[src/rtl/nes_cpu_pkg.sv]
// Shared encodings for the NES CPU decode path: addressing modes, instruction types,
// decode FSM states, the packed decode-to-execute word and the opcode table entry.
package nes_cpu_pkg;

    typedef enum logic [3:0] {
        MODE_NONE = 4'd0,
        MODE_ACC  = 4'd1,
        MODE_IMM  = 4'd2,
        MODE_ABS  = 4'd3,
        MODE_ZP   = 4'd4,
        MODE_ZPX  = 4'd5,
        MODE_ABSX = 4'd6,
        MODE_IMP  = 4'd7,
        MODE_REL  = 4'd8,
        MODE_INDX = 4'd9,
        MODE_INDY = 4'd10,
        MODE_IND  = 4'd11,
        MODE_ZPY  = 4'd12,
        MODE_ABSY = 4'd13
    } mode_e;

    typedef enum logic [5:0] {
        INS_NONE = 6'd0,
        INS_ADC  = 6'd1,
        INS_AND  = 6'd2,
        INS_ASL  = 6'd3,
        INS_BCC  = 6'd4,
        INS_BCS  = 6'd5,
        INS_BEQ  = 6'd6,
        INS_BMI  = 6'd8,
        INS_BNE  = 6'd9,
        INS_BPL  = 6'd10,
        INS_BVC  = 6'd12,
        INS_BVS  = 6'd13,
        INS_EOR  = 6'd24,
        INS_JSR  = 6'd29,
        INS_LDA  = 6'd30,
        INS_LDY  = 6'd32,
        INS_ORA  = 6'd35,
        INS_STA  = 6'd48
    } instr_e;

    typedef enum logic [2:0] {
        S_OPC   = 3'd0,
        S_OP1   = 3'd1,
        S_OP2   = 3'd2,
        S_ISSUE = 3'd3,
        S_GAP   = 3'd4
    } state_e;

    // Field order matches the execute-side bit layout, MSB first.
    typedef struct packed {
        instr_e      instr;   // [44:39]
        logic        valid;   // [38]
        logic [1:0]  size;    // [37:36]
        mode_e       mode;    // [35:32]
        logic [15:0] pc;      // [31:16]
        logic [7:0]  msb;     // [15:8]
        logic [7:0]  lsb;     // [7:0]
    } d_to_e_t;

    localparam int D2E_WIDTH     = 45;
    localparam int D2E_VALID_BIT = 38;

    typedef struct packed {
        logic        known;
        instr_e      instr;
        mode_e       mode;
        logic [1:0]  size;
    } lut_t;

    function automatic lut_t lut_entry(input instr_e instr, input mode_e mode,
                                       input logic [1:0] size);
        lut_t e;
        e.known = 1'b1;
        e.instr = instr;
        e.mode  = mode;
        e.size  = size;
        return e;
    endfunction

    function automatic instr_e alu_group_instr(input logic [2:0] aaa);
        instr_e i;
        case (aaa)
            3'd0:    i = INS_ORA;
            3'd1:    i = INS_AND;
            3'd2:    i = INS_EOR;
            3'd3:    i = INS_ADC;
            3'd4:    i = INS_STA;
            3'd5:    i = INS_LDA;
            default: i = INS_NONE;
        endcase
        return i;
    endfunction

endpackage

[src/rtl/decode_stage_if.sv]
// Fetch/decode/execute handshake bundle for decode_stage; slave is the decoder's view.
interface decode_stage_if;
    logic        f_valid;
    logic [7:0]  f_byte;
    logic [15:0] f_pc;
    logic        d_ready;
    logic        halt_f_to_d;
    logic        halt_d_to_e;
    logic        flush_f_to_d;
    logic [44:0] d_to_e_reg;
    logic        illegal_op;

    modport master (
        output f_valid, f_byte, f_pc, halt_f_to_d, halt_d_to_e, flush_f_to_d,
        input  d_ready, d_to_e_reg, illegal_op
    );

    modport slave (
        input  f_valid, f_byte, f_pc, halt_f_to_d, halt_d_to_e, flush_f_to_d,
        output d_ready, d_to_e_reg, illegal_op
    );
endinterface

[src/rtl/opcode_lut.sv]
// Combinational 6502 opcode table: opcode -> {known, type, mode, size}.
// The cc=01 ALU group is decoded by field; the rest are listed individually.
module opcode_lut
    import nes_cpu_pkg::*;
(
    input  logic [7:0] opcode,
    output lut_t       entry
);

    logic [2:0] aaa_s;
    logic [2:0] bbb_s;
    logic       alu_ok_s;

    assign aaa_s    = opcode[7:5];
    assign bbb_s    = opcode[4:2];
    // 0x89 would be STA immediate, which does not exist.
    assign alu_ok_s = (opcode[1:0] == 2'b01) && (aaa_s <= 3'd5) && (opcode != 8'h89);

    // Table lookup.
    always_comb begin
        entry      = '0;
        entry.size = 2'd1;
        if (alu_ok_s) begin
            case (bbb_s)
                3'd0:    entry = lut_entry(alu_group_instr(aaa_s), MODE_INDX, 2'd2);
                3'd1:    entry = lut_entry(alu_group_instr(aaa_s), MODE_ZP,   2'd2);
                3'd2:    entry = lut_entry(alu_group_instr(aaa_s), MODE_IMM,  2'd2);
                3'd3:    entry = lut_entry(alu_group_instr(aaa_s), MODE_ABS,  2'd3);
                3'd4:    entry = lut_entry(alu_group_instr(aaa_s), MODE_INDY, 2'd2);
                3'd5:    entry = lut_entry(alu_group_instr(aaa_s), MODE_ZPX,  2'd2);
                3'd6:    entry = lut_entry(alu_group_instr(aaa_s), MODE_ABSY, 2'd3);
                3'd7:    entry = lut_entry(alu_group_instr(aaa_s), MODE_ABSX, 2'd3);
                default: entry = '0;
            endcase
        end else begin
            case (opcode)
                8'h0A:   entry = lut_entry(INS_ASL, MODE_ACC,  2'd1);
                8'h06:   entry = lut_entry(INS_ASL, MODE_ZP,   2'd2);
                8'h16:   entry = lut_entry(INS_ASL, MODE_ZPX,  2'd2);
                8'h0E:   entry = lut_entry(INS_ASL, MODE_ABS,  2'd3);
                8'h1E:   entry = lut_entry(INS_ASL, MODE_ABSX, 2'd3);
                8'h20:   entry = lut_entry(INS_JSR, MODE_ABS,  2'd3);
                8'hA0:   entry = lut_entry(INS_LDY, MODE_IMM,  2'd2);
                8'hA4:   entry = lut_entry(INS_LDY, MODE_ZP,   2'd2);
                8'hB4:   entry = lut_entry(INS_LDY, MODE_ZPX,  2'd2);
                8'hAC:   entry = lut_entry(INS_LDY, MODE_ABS,  2'd3);
                8'hBC:   entry = lut_entry(INS_LDY, MODE_ABSX, 2'd3);
                8'h10:   entry = lut_entry(INS_BPL, MODE_REL,  2'd2);
                8'h30:   entry = lut_entry(INS_BMI, MODE_REL,  2'd2);
                8'h50:   entry = lut_entry(INS_BVC, MODE_REL,  2'd2);
                8'h70:   entry = lut_entry(INS_BVS, MODE_REL,  2'd2);
                8'h90:   entry = lut_entry(INS_BCC, MODE_REL,  2'd2);
                8'hB0:   entry = lut_entry(INS_BCS, MODE_REL,  2'd2);
                8'hD0:   entry = lut_entry(INS_BNE, MODE_REL,  2'd2);
                8'hF0:   entry = lut_entry(INS_BEQ, MODE_REL,  2'd2);
                default: entry = '0;
            endcase
        end
    end

endmodule

[src/rtl/decode_stage.sv]
// Decode stage: collects opcode + operand bytes and issues one d_to_e word per instruction.
// Build option DECODE_ILLEGAL_TRAP_EN: unknown opcodes trap (sticky illegal_op) instead of NOP.
module decode_stage
    import nes_cpu_pkg::*;
(
    input  logic           clk,
    input  logic           rst_n,
    decode_stage_if.slave  bus
);

    state_e     state_r;
    state_e     state_next_s;
    d_to_e_t    word_r;
    lut_t       lut_s;
    instr_e     dec_instr_s;
    mode_e      dec_mode_s;
    logic [1:0] dec_size_s;
    logic       trap_s;
    logic       illegal_s;
    logic       ready_s;
    logic       xfer_s;

    opcode_lut u_lut (
        .opcode (bus.f_byte),
        .entry  (lut_s)
    );

`ifdef DECODE_ILLEGAL_TRAP_EN
    logic illegal_r;

    assign dec_instr_s = lut_s.instr;
    assign dec_mode_s  = lut_s.mode;
    assign dec_size_s  = lut_s.size;
    assign trap_s      = xfer_s && (state_r == S_OPC) && !lut_s.known;
    assign illegal_s   = illegal_r;

    // Sticky trap flag, cleared only by reset or flush.
    always_ff @(posedge clk) begin
        if (!rst_n) begin
            illegal_r <= 1'b0;
        end else if (bus.flush_f_to_d) begin
            illegal_r <= 1'b0;
        end else if (trap_s) begin
            illegal_r <= 1'b1;
        end
    end
`else
    // Unknown opcodes become a one-byte implied NOP (type 0).
    assign dec_instr_s = lut_s.known ? lut_s.instr : INS_NONE;
    assign dec_mode_s  = lut_s.known ? lut_s.mode  : MODE_IMP;
    assign dec_size_s  = lut_s.known ? lut_s.size  : 2'd1;
    assign trap_s      = 1'b0;
    assign illegal_s   = 1'b0;
`endif

    assign ready_s = rst_n && (state_r inside {S_OPC, S_OP1, S_OP2}) &&
                     !bus.halt_f_to_d && !bus.flush_f_to_d && !illegal_s;
    assign xfer_s  = bus.f_valid && ready_s;

    assign bus.d_ready    = ready_s;
    assign bus.d_to_e_reg = word_r;
    assign bus.illegal_op = illegal_s;

    // Next-state logic; flush overrides everything.
    always_comb begin
        state_next_s = state_r;
        if (bus.flush_f_to_d) begin
            state_next_s = S_OPC;
        end else begin
            case (state_r)
                S_OPC: begin
                    if (xfer_s && !trap_s) begin
                        state_next_s = (dec_size_s == 2'd1) ? S_ISSUE : S_OP1;
                    end else begin
                        state_next_s = S_OPC;
                    end
                end
                S_OP1: begin
                    if (xfer_s) begin
                        state_next_s = (word_r.size == 2'd2) ? S_ISSUE : S_OP2;
                    end else begin
                        state_next_s = S_OP1;
                    end
                end
                S_OP2: begin
                    if (xfer_s) begin
                        state_next_s = S_ISSUE;
                    end else begin
                        state_next_s = S_OP2;
                    end
                end
                S_ISSUE: begin
                    if (bus.halt_d_to_e) begin
                        state_next_s = S_ISSUE;
                    end else begin
                        state_next_s = S_GAP;
                    end
                end
                S_GAP:   state_next_s = S_OPC;
                default: state_next_s = S_OPC;
            endcase
        end
    end

    // State register.
    always_ff @(posedge clk) begin
        if (!rst_n) begin
            state_r <= S_OPC;
        end else begin
            state_r <= state_next_s;
        end
    end

    // Output word: valid follows the ISSUE state, fields load as bytes arrive.
    always_ff @(posedge clk) begin
        if (!rst_n) begin
            word_r <= '0;
        end else begin
            word_r.valid <= (state_next_s == S_ISSUE);
            if (xfer_s) begin
                case (state_r)
                    S_OPC: begin
                        if (!trap_s) begin
                            word_r.instr <= dec_instr_s;
                            word_r.mode  <= dec_mode_s;
                            word_r.size  <= dec_size_s;
                            word_r.pc    <= bus.f_pc;
                            word_r.msb   <= 8'h00;
                            word_r.lsb   <= 8'h00;
                        end
                    end
                    S_OP1:   word_r.lsb <= bus.f_byte;
                    S_OP2:   word_r.msb <= bus.f_byte;
                    default: word_r.lsb <= word_r.lsb;
                endcase
            end
        end
    end

endmodule

[src/flat_wrapper.sv]
// flat-port wrapper written by rule: the top's interface ports become plain ports
module decode_stage_flat import nes_cpu_pkg::*;
  (clk, rst_n, bus_f_valid, bus_f_byte, bus_f_pc, bus_halt_f_to_d, bus_halt_d_to_e, bus_flush_f_to_d, bus_d_ready, bus_d_to_e_reg, bus_illegal_op);
  decode_stage_if bus_i ();
  input  logic clk;
  input  logic rst_n;
  input wire logic [$bits(bus_i.f_valid)-1:0] bus_f_valid;
  input wire logic [$bits(bus_i.f_byte)-1:0] bus_f_byte;
  input wire logic [$bits(bus_i.f_pc)-1:0] bus_f_pc;
  input wire logic [$bits(bus_i.halt_f_to_d)-1:0] bus_halt_f_to_d;
  input wire logic [$bits(bus_i.halt_d_to_e)-1:0] bus_halt_d_to_e;
  input wire logic [$bits(bus_i.flush_f_to_d)-1:0] bus_flush_f_to_d;
  output wire logic [$bits(bus_i.d_ready)-1:0] bus_d_ready;
  output wire logic [$bits(bus_i.d_to_e_reg)-1:0] bus_d_to_e_reg;
  output wire logic [$bits(bus_i.illegal_op)-1:0] bus_illegal_op;
  assign bus_i.f_valid = bus_f_valid;
  assign bus_i.f_byte = bus_f_byte;
  assign bus_i.f_pc = bus_f_pc;
  assign bus_i.halt_f_to_d = bus_halt_f_to_d;
  assign bus_i.halt_d_to_e = bus_halt_d_to_e;
  assign bus_i.flush_f_to_d = bus_flush_f_to_d;
  assign bus_d_ready = bus_i.d_ready;
  assign bus_d_to_e_reg = bus_i.d_to_e_reg;
  assign bus_illegal_op = bus_i.illegal_op;
  decode_stage u_core (.clk(clk), .rst_n(rst_n), .bus(bus_i));
endmodule
[config.mk]
export PLATFORM = sky130hd
export DESIGN_NAME = decode_stage_flat
export DESIGN_NICKNAME = d
export VERILOG_FILES = /design/src/rtl/nes_cpu_pkg.sv /design/src/rtl/decode_stage_if.sv /design/src/rtl/opcode_lut.sv /design/src/rtl/decode_stage.sv /design/src/flat_wrapper.sv
export SDC_FILE = /design/constraint.sdc
export NUM_CORES = 1
export LEC_CHECK = 0
export ABC_CLOCK_PERIOD_IN_PS = 2300
export CORE_MARGIN = 1.5
export CORE_UTILIZATION = 40
export CTS_CLUSTER_DIAMETER = 80
export DETAILED_ROUTE_END_ITERATION = 7
export DONT_BUFFER_PORTS = 1
export HOLD_SLACK_MARGIN = 0.02
export MAX_ROUTING_LAYER = met4
export RECOVER_POWER = 25
export SETUP_SLACK_MARGIN = 0.2
export SLEW_MARGIN = 20
export SYNTH_ARGS = -nofsm -noshare
export SYNTH_HDL_FRONTEND = slang
export SYNTH_SLANG_ARGS = --single-unit
[constraint.sdc]
create_clock -name clk -period 2.3 [get_ports clk]
set_clock_uncertainty 0.1 [all_clocks]
set_input_delay 0.345 -clock clk [delete_from_list [all_inputs] [get_ports clk]]
set_output_delay 0.345 -clock clk [all_outputs]
set_load 0.01 [all_outputs]
# Yosys cells after proc, flatten, opt, wreduce, memory -nomap -nowiden
# Cells that the tools add are included.
[word_totals]
ff_bits = 48
inputBits = 30
output_inout_bits = 47
word_cells = 82
[classes]
order_cmp = 1
n_eq_ne = 39
n_mux = 17
reduce_logical = 17
[op_table]
columns = ["cell", "n"]
rows = [
  ["$pmux W13 S19", 1],
  ["$pmux W13 S8", 1],
  ["$eq A8 B8 Y1 const B", 9],
  ["$pmux W6 S6", 1],
  ["$pmux W8 S2", 2],
  ["$eq A8 B5 Y1 const B", 3],
  ["$eq A3 B2 Y1 const B", 7],
  ["$eq A3 B3 Y1 const B", 6],
  ["$eq A8 B4 Y1 const B", 2],
  ["$eq A8 B6 Y1 const B", 2],
  ["$eq A8 B7 Y1 const B", 2],
  ["$mux W13", 1],
  ["$mux W3", 4],
  ["$pmux W3 S4", 1],
  ["$eq A3 B1 Y1 const B", 3],
  ["$logic_not A3 Y1", 3],
  ["$eq A8 B3 Y1 const B", 1],
  ["$ne A8 B8 Y1 const B", 1],
  ["$logic_and A1 B1 Y1", 6],
  ["$mux W6", 1],
  ["$reduce_and A2 Y1", 3],
  ["$eq A2 B1 Y1 const B", 2],
  ["$mux W2", 2],
  ["$mux W4", 1],
  ["other kinds (6)", 9],
]

# Depth between registers and ports, before layout
# Gate-level depths: netlist of run 1.
[logic_depth]
depth_word = 11
depth_mapped = 9
ltp_nobuf = 5

# Modules after synthesis
# Synthesis of run 1 repeated with hierarchy kept, for this count alone.
[hier_totals]
cells_unflattened = 316
hier_area_um2 = 2397.3
[modules_own_cells]
columns = ["module", "n_inst", "cells_per_inst", "area_each_um2", "seq_area_each_um2"]
rows = [
  ["decode_stage", 1, 224, 1843.0, 960.9],
  ["opcode_lut", 1, 92, 554.3, 0.0],
]

# Least setup slack after synthesis of run 1
# No wires, ideal clock.
[synth_timing]
kind = "in2reg"
startpoint = "in rst_n"
endpoint = "reg u_core.word_r (netlist bit u_core.bus.d_to_e_reg[34])"
setup_ns = 0.117
arrival_ns = 1.844
required_time_ns = 2.083
slack_ns = 0.239
path_stages = 8
path_buffers = 4
cell_sequence = "buf_4 > or3b_1 > buf_6 > nor3_4 > nand2b_2 > buf_6 > buf_6 > a32o_1"
[synth_between]
elab_chain_len = 5
[synth_lines]
columns = ["item", "line", "rtl"]
rows = [
  ["from (decl)", "flat_wrapper.sv:6", "input logic rst_n;"],
  ["$logic_and A1 B1 Y1 (2 in series)", "decode_stage.sv:56", "assign ready_s = rst_n && (state_r inside {S_OPC, S_OP1, S_OP2}) &&"],
  ["$logic_and A1 B1 Y1", "decode_stage.sv:57", "!bus.halt_f_to_d && !bus.flush_f_to_d && !illegal_s;"],
  ["$logic_and A1 B1 Y1", "decode_stage.sv:58", "assign xfer_s = bus.f_valid && ready_s;"],
  ["$reduce_and A2 Y1 (no source line)", "--", ""],
  ["to (decl)", "decode_stage.sv:13", "d_to_e_t word_r;"],
]
# Parallel ways exist; a longest one is shown, timed or not.
# A chain may end at the register's enable or synchronous reset.

# Worst setup path in the final report of run 1
[layout_timing]
startpoint = "reg u_core.state_r[2]"
endpoint = "out bus_d_ready"
[layout_between]
elab_chain_len = 5
word_cells_on_any_way = 7
cone_classes = "2 x eq/ne; 5 x reduce/logical"
[layout_lines]
columns = ["item", "line", "rtl"]
rows = [
  ["from (decl)", "decode_stage.sv:11", "state_e state_r;"],
  ["from (signal assigned)", "decode_stage.sv:110", "state_r <= state_next_s;"],
  ["$eq A3 B1 Y1 (tied with other cells)", "decode_stage.sv:56", ""],
  ["$reduce_bool A3 Y1 *", "decode_stage.sv:56", ""],
  ["$logic_and A1 B1 Y1 * (2 in series)", "decode_stage.sv:56", ""],
  ["$logic_and A1 B1 Y1 *", "decode_stage.sv:57", ""],
  ["to (decl)", "flat_wrapper.sv:13", "output wire logic [$bits(bus_i.d_ready)-1:0] bus_d_ready;"],
]
# Mark *: on every way between the ends. The rest lies on a longest branch, timed or not.

==> results of run 1 <==
[routing by layer]
metal	up-vias	routed length, um	GRT usage [%]
met3	5	565	5.28
met4	0	66	7.59
met1	1002	2870	26.1
met2	84	2850	28.2
met5	-	0	-
li1	1045	-	-
[critical path, stage by stage, from the launching register on]
cell and delay, ns:
dfxtp_1 0.33, or3b_1 0.53, nor2_1 0.21, and2_1 0.21
[worst paths after layout]
| check | startpoint | endpoint | slack (ns) | cells past startpoint |
|---|---|---|---|---|
| hold / removal | bus_f_pc[7] | u_core.bus.d_to_e_reg[23] | 0.08 | 2 |
| setup reg to reg | u_core.state_r[2] | u_core.bus.d_to_e_reg[39] | 0.26 | 5 |
| setup / recovery | u_core.state_r[2] | bus_d_ready | 0.26 | 3 |
| hold reg to reg | u_core.bus.d_to_e_reg[19] | u_core.bus.d_to_e_reg[19] | 0.41 | 2 |
[stage by stage]
step / std cells / util (%) / hold WS, ns / area, um2
global placement: 358 / 41.9 / 0.333 / 2480
finish: 367 / 43.9 / 0.0753 / 2600
global route: 367 / 43.9 / 0.0624 / 2600
floorplan: 301 / - / 0.324 / 2460
CTS: 367 / 43.7 / 0.0529 / 2590
detailed placement: 358 / 41.9 / 0.334 / 2480
[logic make-up (layout without fill, tap and decap cells)]
family | count (synthesis) | count (layout) | synth area share [%]
AOI/OAI and AO/OA | 84 | 84 | 24.8
xor gates and xnor gates | 3 | 3 | 1.07
buffers and inverters | 33 | 24 | 6.83
DFF | 48 | 48 | 39.1
muxes | 2 | 2 | 0.866
other | 1 | 1 | 0.153
and+or+nand+nor | 130 | 130 | 27.2
[cell usage after synthesis (3+ instances only)]
library cell and n:
nand2_1 52, dfxtp_1 48, a21boi_0 32, nand3_1 23
clkbuf_1 17, nor2_1 17, a21oi_1 12, o21ai_0 11
nand2b_1 6, buf_2 5, nor2b_1 5, buf_6 4
nand4b_1 4, nor3_1 4, a221oi_1 3, a32oi_1 3
and2_1 3, inv_1 3, o211ai_1 3
[report_power, final]
part / switching (mW) / internal (mW)
sequential: 0.0181 / 0.846
clock: 0.301 / 0.245
combinational: 0.0625 / 0.0593
[timing repair]
action | CTS | global route
endpoints found under the hold margin | 1 | 0
hold buffers | 1 | 0
endpoints found under the setup margin | 0 | 21
resized for setup | 0 | 2
[final cells by class]
cell class | count | area share [%]
Multi-Input combinational cell | 220 | 51.3
Inverter | 3 | 0.434
Clock inverter | 1 | 0.289
Timing Repair Buffer | 13 | 4.00
Clock buffer | 7 | 3.33
Sequential cell | 48 | 37.0
Tap cell | 75 | 3.61
==> results.md, run 1 <==
- Area leader, netlist: dfxtp_1
- Final worst slack: 0.260 ns
- Startpoint Class: flip-flop
- Multi-input gate area: 0.00133 mm2
- Worst VDD drop: 0.359 mV
- Count of cell types in the netlist: 56
- Layout cells sized above 1: 9.93%
- Worst Path Arrival: 1.59 ns
- Post-Syn Area: 0.00246 mm2
- Ports: 77
- Endpoints failing hold: 0
- Largest net degree at the start of global routing: 46
- Total CTS buffers: 5
- Clock buffer depth: 2
- Core Box Area: 0.00592 mm2
- FP Rows: 28
- Fin Setup TNS: 0 ns
- Hold Crit Class: in -> reg
- CTS root buf: clkbuf_8
- Synth async-reset ratio: 0%
- Gate Count Post-Synth: 301
- Post-CTS setup buffer count: 0
- Final setup vio count: 0
- Fill cell count: 615
- Period minus WS final: 2.04 ns
- CP Capture Type: output port
- FF+latch area: 961 um2
- Clk_lat worst skew: 0.31 ns
- Synth-to-Final Area Change: 5.71%
- Hpwl dp: 4.25 mm
- YS warnings: 0
- Die H: 81.4 um
- Worst EP required: 1.86 ns
- Max frequency: 0.490 GHz
- Status: complete, no violations
- Final #Nets: 321
- WL/cell: 17.3 um
- First-pass GRT wire length: 9.63 mm
- Remaining DRCs: 0
- Slew margin rel.: 64.6%
- Max Cap Viol: 0
- TritonCTS clock tree: yes
- Congestion Overflow GR: 0
- First-pass DRT Iterations: 5
- Most frequent cells in the layout: nand2_1 (52), dfxtp_1 (48), a21boi_0 (32)
- WS Path Type: reg -> out
- Pleak: 0.861 nW
- GRT Util Overall: 19.6%
- Top post-synthesis cells by area: dfxtp_1 (39%), a21boi_0 (9.8%), nand2_1 (7.9%)
- DR iter-0 viols: 228
- Tot Pwr: 1.53 mW
- Number of flip-flops in the largest register: 45
- Post-synth net total: 331
- Vias per cell: 5.82
- Final WL: 6.35 mm
- Number of flops mapped to enable cells by yosys: 0
- Syn_area_per_cell: 8.16 um2
- Count of input and output buffers: 0
- Main synth FF type: dfxtp_1
- Initial Util: 41.5%
- RSZ-0062 raised after global routing: yes
- Die ar.: 0.00662 mm2
- Register area share after synthesis: 39.1%
- H-tree depth: 2
- Placement Setup Slack: 0.234 ns
- GP Congestion: 0.909
- Final Max Slew Viols: 0
- Worst Max-Slew Pin Slew: 0.531 ns
- Vias in the first global route: 1861
- Yosys reg bits: 48
- Share of the synthesized area in the top cell type: 39.1%
- Worst-path fanout max: 7
- Via count: 2136
- Antenna Nets Post-Route: 0
- Die X: 81.4 um
- PD cells: 590 mW/mm2
- Leading cell type in the layout, fill and taps excluded: nand2_1
- N_diodes: 0
- Clock sink count: 48
- Final Cycle Share: 88.7%
- CTS clk-pin slew, worst paths: 0.10 ns
- Initial antenna violation count: 0
Power figures use the tool's default switching activity.
==> inputs of run 2 (changes only) <==
- REMOVE_ABC_BUFFERS: not set -> 1
==> run 2 against run 1 <==
Compared with the run above:
- global-route usage rose by 0.29 points
- critical path depth unchanged
- design area grew 0.24%
- die area is the same
- sequential power about the same
- hold slack worse by 0.0071 ns
==> results.md, run 2 (synthesized netlist as in run 1, its figures left out) <==
- Status: complete, no violations
- R2R Path End: u_core.bus.d_to_e_reg[18]
- WHS Endpoint: u_core.bus.d_to_e_reg[16]
- Initial Util: 41.5% (unchanged)
- Layout cells sized above 1: 10.6% (+0.65 points)
- GP Congestion: 0.853 (-6.1%)
- Total CTS buffers: 5 (unchanged)
- Clock buffer depth: 2 (unchanged)
- Non-filler cells, final: 368 (+0.27%)
- Worst-path fanout max: 15 (+8)
- Max frequency: 0.498 GHz (+1.6%)
- First-pass GRT wire length: 9.75 mm (+1.3%)
- Internal: 1.15 mW (+0.18%)
- Startpoint Class: flip-flop
- First-pass DRT Iterations: 4 (-1)
- Placed Cells: 356 (-0.56%)
- Worst Max-Slew Pin Slew: 0.591 ns (+0.0601 ns)
- FP Rows: 28 (unchanged)
- Period minus WS final: 2.01 ns (-0.0329 ns)
- Count of input and output buffers: 0 (unchanged)
- Hpwl dp: 4.15 mm (-2.2%)
- Clock power share: 35.6% (about the same)
- Final WL: 6.36 mm (about the same)
- Final #Nets: 322 (+0.31%)
- TritonCTS clock tree: yes
- Most frequent cells in the layout: nand2_1 (52), dfxtp_1 (48), a21boi_0 (32)
- R2R cell count: 6 (+1)
- Flop pwr share: 56.4% (about the same)
- CTS root buf: clkbuf_8
- GR Util met3: 5.73% (+0.45 points)
- Final core utilization: 44.0% (+0.11 points)
- Endpoints failing hold: 0 (unchanged)
- Final Cell Area: 0.00260 mm2 (+0.24%)
- Clock sink count: 48 (unchanged)
- Worst Path Arrival: 1.56 ns (-0.03 ns)
- CP Capture Type: output port
- Met1 Use GR: 25.8% (-0.28 points)
- Final setup vio count: 0 (unchanged)
- Placed cell areas: 0.00247 mm2 (-0.60%)
- Clk_lat worst skew: 0.31 ns (about the same)
- Max Cap Viol: 0 (unchanged)
- Worst hold start: bus_f_pc[0]
- Slew margin rel.: 60.6% (-4.0 points)
- Remaining DRCs: 0 (unchanged)
- PD cells: 590 mW/mm2 (about the same)
- CTS clk-pin slew, worst paths: 0.10 ns (about the same)
- Final worst slack: 0.293 ns (+0.0329 ns)
- DR iter-0 viols: 87 (-62%)
- Initial antenna violation count: 0 (unchanged)
- Worst EP required: 1.86 ns (about the same)
- N_diodes: 0 (unchanged)
- Ports: 77 (unchanged)
- Number of flip-flops in the largest register: 45 (unchanged)
- R2r startpoint: u_core.state_r[2]
- Combinational share of power: 8.0% (about the same)
- Pleak: 0.870 nW (+1.0%)
- Via count: 2148 (+0.56%)
- Die X: 81.4 um (unchanged)
- WS Path Type: reg -> out
- Die H: 81.4 um (unchanged)
- Fin Setup TNS: 0 ns (unchanged)
- Final Max Slew Viols: 0 (unchanged)
- Sw Ratio: 24.9% (about the same)
- Antenna Nets Post-Route: 0 (unchanged)
- WL/cell: 17.3 um (-0.19%)
- Hold Crit Class: in -> reg
- Final Cycle Share: 87.2% (-1.4 points)
- Hold slack final: 0.0682 ns (-0.00706 ns)
- Vias in the first global route: 1949 (+4.7%)
- Worst VDD drop: 0.309 mV (-14%)
- H-tree depth: 2 (unchanged)
- Placement Setup Slack: 0.204 ns (-0.0301 ns)
- Congestion Overflow GR: 0 (unchanged)
- Synth-to-Final Area Change: 5.96%
- GR peak layer: met2
- Psw: 382 uW (+0.17%)
- Tot Pwr: 1.53 mW (+0.17%)
- Met2 Usage GRT: 29.1% (+0.91 points)
- Die ar.: 0.00662 mm2 (unchanged)
- Largest net degree at the start of global routing: 46 (unchanged)
- Vias per cell: 5.84 (+0.29%)
- Worst Hold Depth: 2 (unchanged)
- GRT Util Overall: 19.9% (+0.29 points)
- R2R Setup Slk: 0.38 ns (+0.12 ns)
- RSZ-0062 raised after global routing: no
- Core Box Area: 0.00592 mm2 (unchanged)
- Leading cell type in the layout, fill and taps excluded: nand2_1
-- run 2: cell types whose count changed in the layout (fill, tap and decap cells not counted), sizes merged --
cell,before,now
clkinv,0,1
clkinvlp,1,0
inv,3,4
-- run 2: final cells by class --
class / count / area [um2]
tap: 75 / 93.8
multi-input combinational: 220 / 1340
sequential: 48 / 961
clock inverter: 2 / 13.8
inverter: 3 / 11.3
clock buffer: 6 / 82.6
fill: 604 / 3320
timing repair buffer: 14 / 105
-- run 2: power by group through the flow --
stage / sequential (mW) / combinational, mW / clock, mW
6_report: 0.865 / 0.122 / 0.547
5_1_grt: 0.868 / 0.136 / 0.598
4_1_cts: 0.866 / 0.118 / 0.563
3_5_place_dp: 0.885 / 0.116 / 0
3_3_place_gp: 0.885 / 0.115 / 0
2_1_floorplan: 0.882 / 0.0880 / 0
-- run 2: timing repair --
action                                  4_1_cts  5_1_grt
setup buffers                                 0        2
gates resized for setup                       0        3
endpoints found under the hold margin         1        0
endpoints found under the setup margin        0       24
hold buffers                                  1        0
-- run 2: worst max-delay path: stages (launching register included) --
cell and delay [ns]:
dfxtp_1 0.41, clkbuf_1 0.49, nand2_1 0.14, and2_1 0.21
-- run 2: worst max path at each step --
stage | start | endpoint | slack (ns)
after floorplan | bus_flush_f_to_d | u_core.bus.d_to_e_reg[42] | -0.15
after global placement | bus_flush_f_to_d | u_core.bus.d_to_e_reg[44] | 0.26
after detailed placement | bus_flush_f_to_d | u_core.bus.d_to_e_reg[44] | 0.20
after CTS | u_core.state_r[2] | u_core.bus.d_to_e_reg[44] | 0.22
after global routing | u_core.state_r[0] | bus_d_ready | 0.17
final | u_core.state_r[0] | bus_d_ready | 0.29
-- run 2: per-layer routing --
| metal | part of all wire, % | vias up | wire length [um] |
|---|---|---|---|
| li1 | - | 1047 | - |
| met1 | 43 | 990 | 2730 |
| met2 | 46 | 101 | 2950 |
| met3 | 9.0 | 10 | 574 |
| met4 | 1.6 | 0 | 102 |
| met5 | 0 | - | 0 |
==> inputs of run 3 (changes only) <==
- ABC_AREA: not set -> 1
- CORE_MARGIN: 1.5 -> 2
==> run 3 against run 2 <==
Compared with the run above:
- worst setup slack improved by 0.16 ns
- sequential power is essentially flat
- count of clock-buffer cells in the layout decreased by 1
- critical endpoint is now u_core.bus.d_to_e_reg[34]
- largest power group unchanged
- highest routed layer unchanged
==> results.md, run 3 <==
- Die H: 81.1 um (-0.33%)
- Syn_area_per_cell: 6.68 um2 (-18%)
- CP max stage cell: dfxtp_1
- Core Box Area: 0.00582 mm2 (-1.8%)
- Worst-path fanout max: 18 (+3)
- Internal: 1.21 mW (+4.7%)
- Die X: 81.1 um (-0.33%)
- First-pass GRT wire length: 9.32 mm (-4.5%)
- Final Cycle Share: 80.2% (-7.0 points)
- Vias per cell: 5.01 (-14%)
- Period minus WS final: 1.84 ns (-0.162 ns)
- Hold slack final: 0.0723 ns (+0.00415 ns)
- Synth async-reset ratio: 0% (unchanged)
- Clk_lat worst skew: 0.30 ns (about the same)
- CP delay by family, top: simple AND/OR/NAND/NOR gates
- Post_cts resized: 0 (unchanged)
- Total CTS buffers: 5 (unchanged)
- Max frequency: 0.542 GHz (+8.8%)
- Endpoints failing hold: 0 (unchanged)
- CP max stage delay: 0.35 ns (-0.14 ns)
- Final setup vio count: 0 (unchanged)
- N_diodes: 0 (unchanged)
- FP Rows: 28 (unchanged)
- Max Cap Viol: 0 (unchanged)
- Count of cell types in the netlist: 31 (-45%)
- Status: complete, no violations
- CTS clk-pin slew, worst paths: 0.09 ns (about the same)
- Combinational share of power: 7.4% (-0.6 points)
- Slew margin rel.: 50.8% (-9.8 points)
- Clock sink count: 48 (unchanged)
- CP Cell Sequence: nand2_1 > inv_1 > nor3_4 > nand2_2 > nor2_4 > buf_4 > buf_4 > o21a_1 > nand2_1 > inv_1
- Count of input and output buffers: 0 (unchanged)
- CTS root buf: clkbuf_8
- Post-Syn Area: 0.00238 mm2 (-3.2%)
- Pleak: 1.14 nW (+30%)
- GP Congestion: 0.835 (-2.1%)
- Die ar.: 0.00658 mm2 (-0.66%)
- Most frequent cell after synthesis: nand2_1
- Most instantiated cells after synthesis: nand2_1 (84), nor2_1 (65), dfxtp_1 (48)
- Worst Path Arrival: 1.99 ns (+0.43 ns)
- Antenna Nets Post-Route: 0 (unchanged)
- Initial antenna violation count: 0 (unchanged)
- Final #Nets: 386 (+20%)
- Register area share after synthesis: 40.4% (+1.3 points)
- Area leader, netlist: dfxtp_1
- Gate Count Post-Synth: 356 (+18%)
- Via count: 2164 (+0.74%)
- Number of flops mapped to enable cells by yosys: 0 (unchanged)
- GRT Util Overall: 18.6% (-1.4 points)
- Worst EP required: 2.45 ns (+0.59 ns)
- Psw: 378 uW (-1.0%)
- Final Cell Area: 0.00256 mm2 (-1.5%)
- Leading cell type in the layout, fill and taps excluded: nand2_1
- PD cells: 619 mW/mm2 (+4.9%)
- Worst Max-Slew Pin Slew: 0.737 ns (+0.146 ns)
- Top post-synthesis cells by area: dfxtp_1 (40%), nand2_1 (13%), nor2_1 (10%)
- CP bufs+invs: 4 (+3)
- Clock buffer depth: 2 (unchanged)
- Main synth FF type: dfxtp_1
- RSZ-0062 raised after global routing: no
- Fin Setup TNS: 0 ns (unchanged)
- Clock power share: 38.0% (+2.4 points)
- Startpoint Class: flip-flop
- Hold Crit Class: in -> reg
- H-tree depth: 2 (unchanged)
- Sw Ratio: 23.9% (-1.0 points)
- YS warnings: 0 (unchanged)
- Share of the synthesized area in the top cell type: 40.4% (+1.3 points)
- WS Path Type: reg -> reg
- Largest net degree at the start of global routing: 27 (-41%)
- Final WL: 5.85 mm (-8.0%)
- Remaining DRCs: 0 (unchanged)
- Ports: 77 (unchanged)
- Layout cells sized above 1: 9.52% (-1.1 points)
- Initial Util: 40.9% (-0.61 points)
- Number of flip-flops in the largest register: 45 (unchanged)
- Yosys reg bits: 48 (unchanged)
- TritonCTS clock tree: yes
- Congestion Overflow GR: 0 (unchanged)
- First-pass DRT Iterations: 4 (unchanged)
- Hpwl dp: 4.28 mm (+3.1%)
- Vias in the first global route: 1962 (+0.67%)
- Most frequent cells in the layout: nand2_1 (84), nor2_1 (65), dfxtp_1 (48)
- WL/cell: 13.5 um (-22%)
- DR iter-0 viols: 109 (+25%)
- CP Capture Type: flip-flop
- Placed cell areas: 0.00240 mm2 (-2.7%)
- Flop pwr share: 54.6% (-1.8 points)
- Synth-to-Final Area Change: 7.79%
- Worst VDD drop: 0.350 mV (+13%)
- Final Max Slew Viols: 0 (unchanged)
[run 3: per-stage QoR]
stage               utilization, %  setup WS [ns]  instances  power, mW
finish                        44.1          0.456        432       1.58
global route                  44.1          0.266        432       1.66
CTS                           43.5          0.256        428       1.61
detailed placement            41.3          0.257        418      0.998
global placement              41.3          0.315        418      0.998
floorplan                        -          0.365        341      0.971
[run 3: repair_timing]
action | 4_1_cts | 5_1_grt
buffers inserted | 0 | 4
endpoints found under the setup margin | 0 | 6
hold buffers | 2 | 0
hold endpoints to repair | 1 | 0
[run 3: per-layer routing]
layer / part of all wire, % / GRT usage, % / vias to the layer above
met1: 47 / 23.2 / 980
met3: 4.7 / 5.56 / 4
met5: 0 / - / -
met2: 48 / 29.8 / 33
li1: - / - / 1147
met4: 0.91 / 4.07 / 0
[run 3: logic make-up (layout without fill, tap and decap cells)]
logic type | Yosys count | in the layout | synth area share [%]
buffers and inverters | 47 | 48 | 8.63
and+or+nand+nor | 191 | 191 | 35.3
DFF | 48 | 48 | 40.4
AOI/OAI and AO/OA | 69 | 69 | 15.5
other | 1 | 1 | 0.158
[run 3: final cells by class]
class                      count  area (um2)
clock buffer                   5        68.8
clock inverter                 3        42.5
fill                         657        3250
inverter                      32         120
multi-input combinational    261        1210
sequential                    48         961
tap                           75        93.8
timing repair buffer           8        65.1
[run 3: worst paths after layout]
path | startpoint | slack [ns] | cells after the start | endpoint
hold reg to reg | u_core.bus.d_to_e_reg[15] | 0.41 | 2 | u_core.bus.d_to_e_reg[15]
hold / removal | bus_f_pc[10] | 0.07 | 2 | u_core.bus.d_to_e_reg[26]
setup / recovery | u_core.state_r[1] | 0.46 | 10 | u_core.bus.d_to_e_reg[34]
setup reg to reg | u_core.state_r[1] | 0.46 | 10 | u_core.bus.d_to_e_reg[34]
[run 3: power groups by stage]
stage	clock, mW	sequential, mW	combinational, mW
detailed placement	0	0.886	0.112
CTS	0.626	0.867	0.114
global placement	0	0.886	0.112
floorplan	0	0.882	0.0883
global route	0.660	0.869	0.134
finish	0.602	0.866	0.117
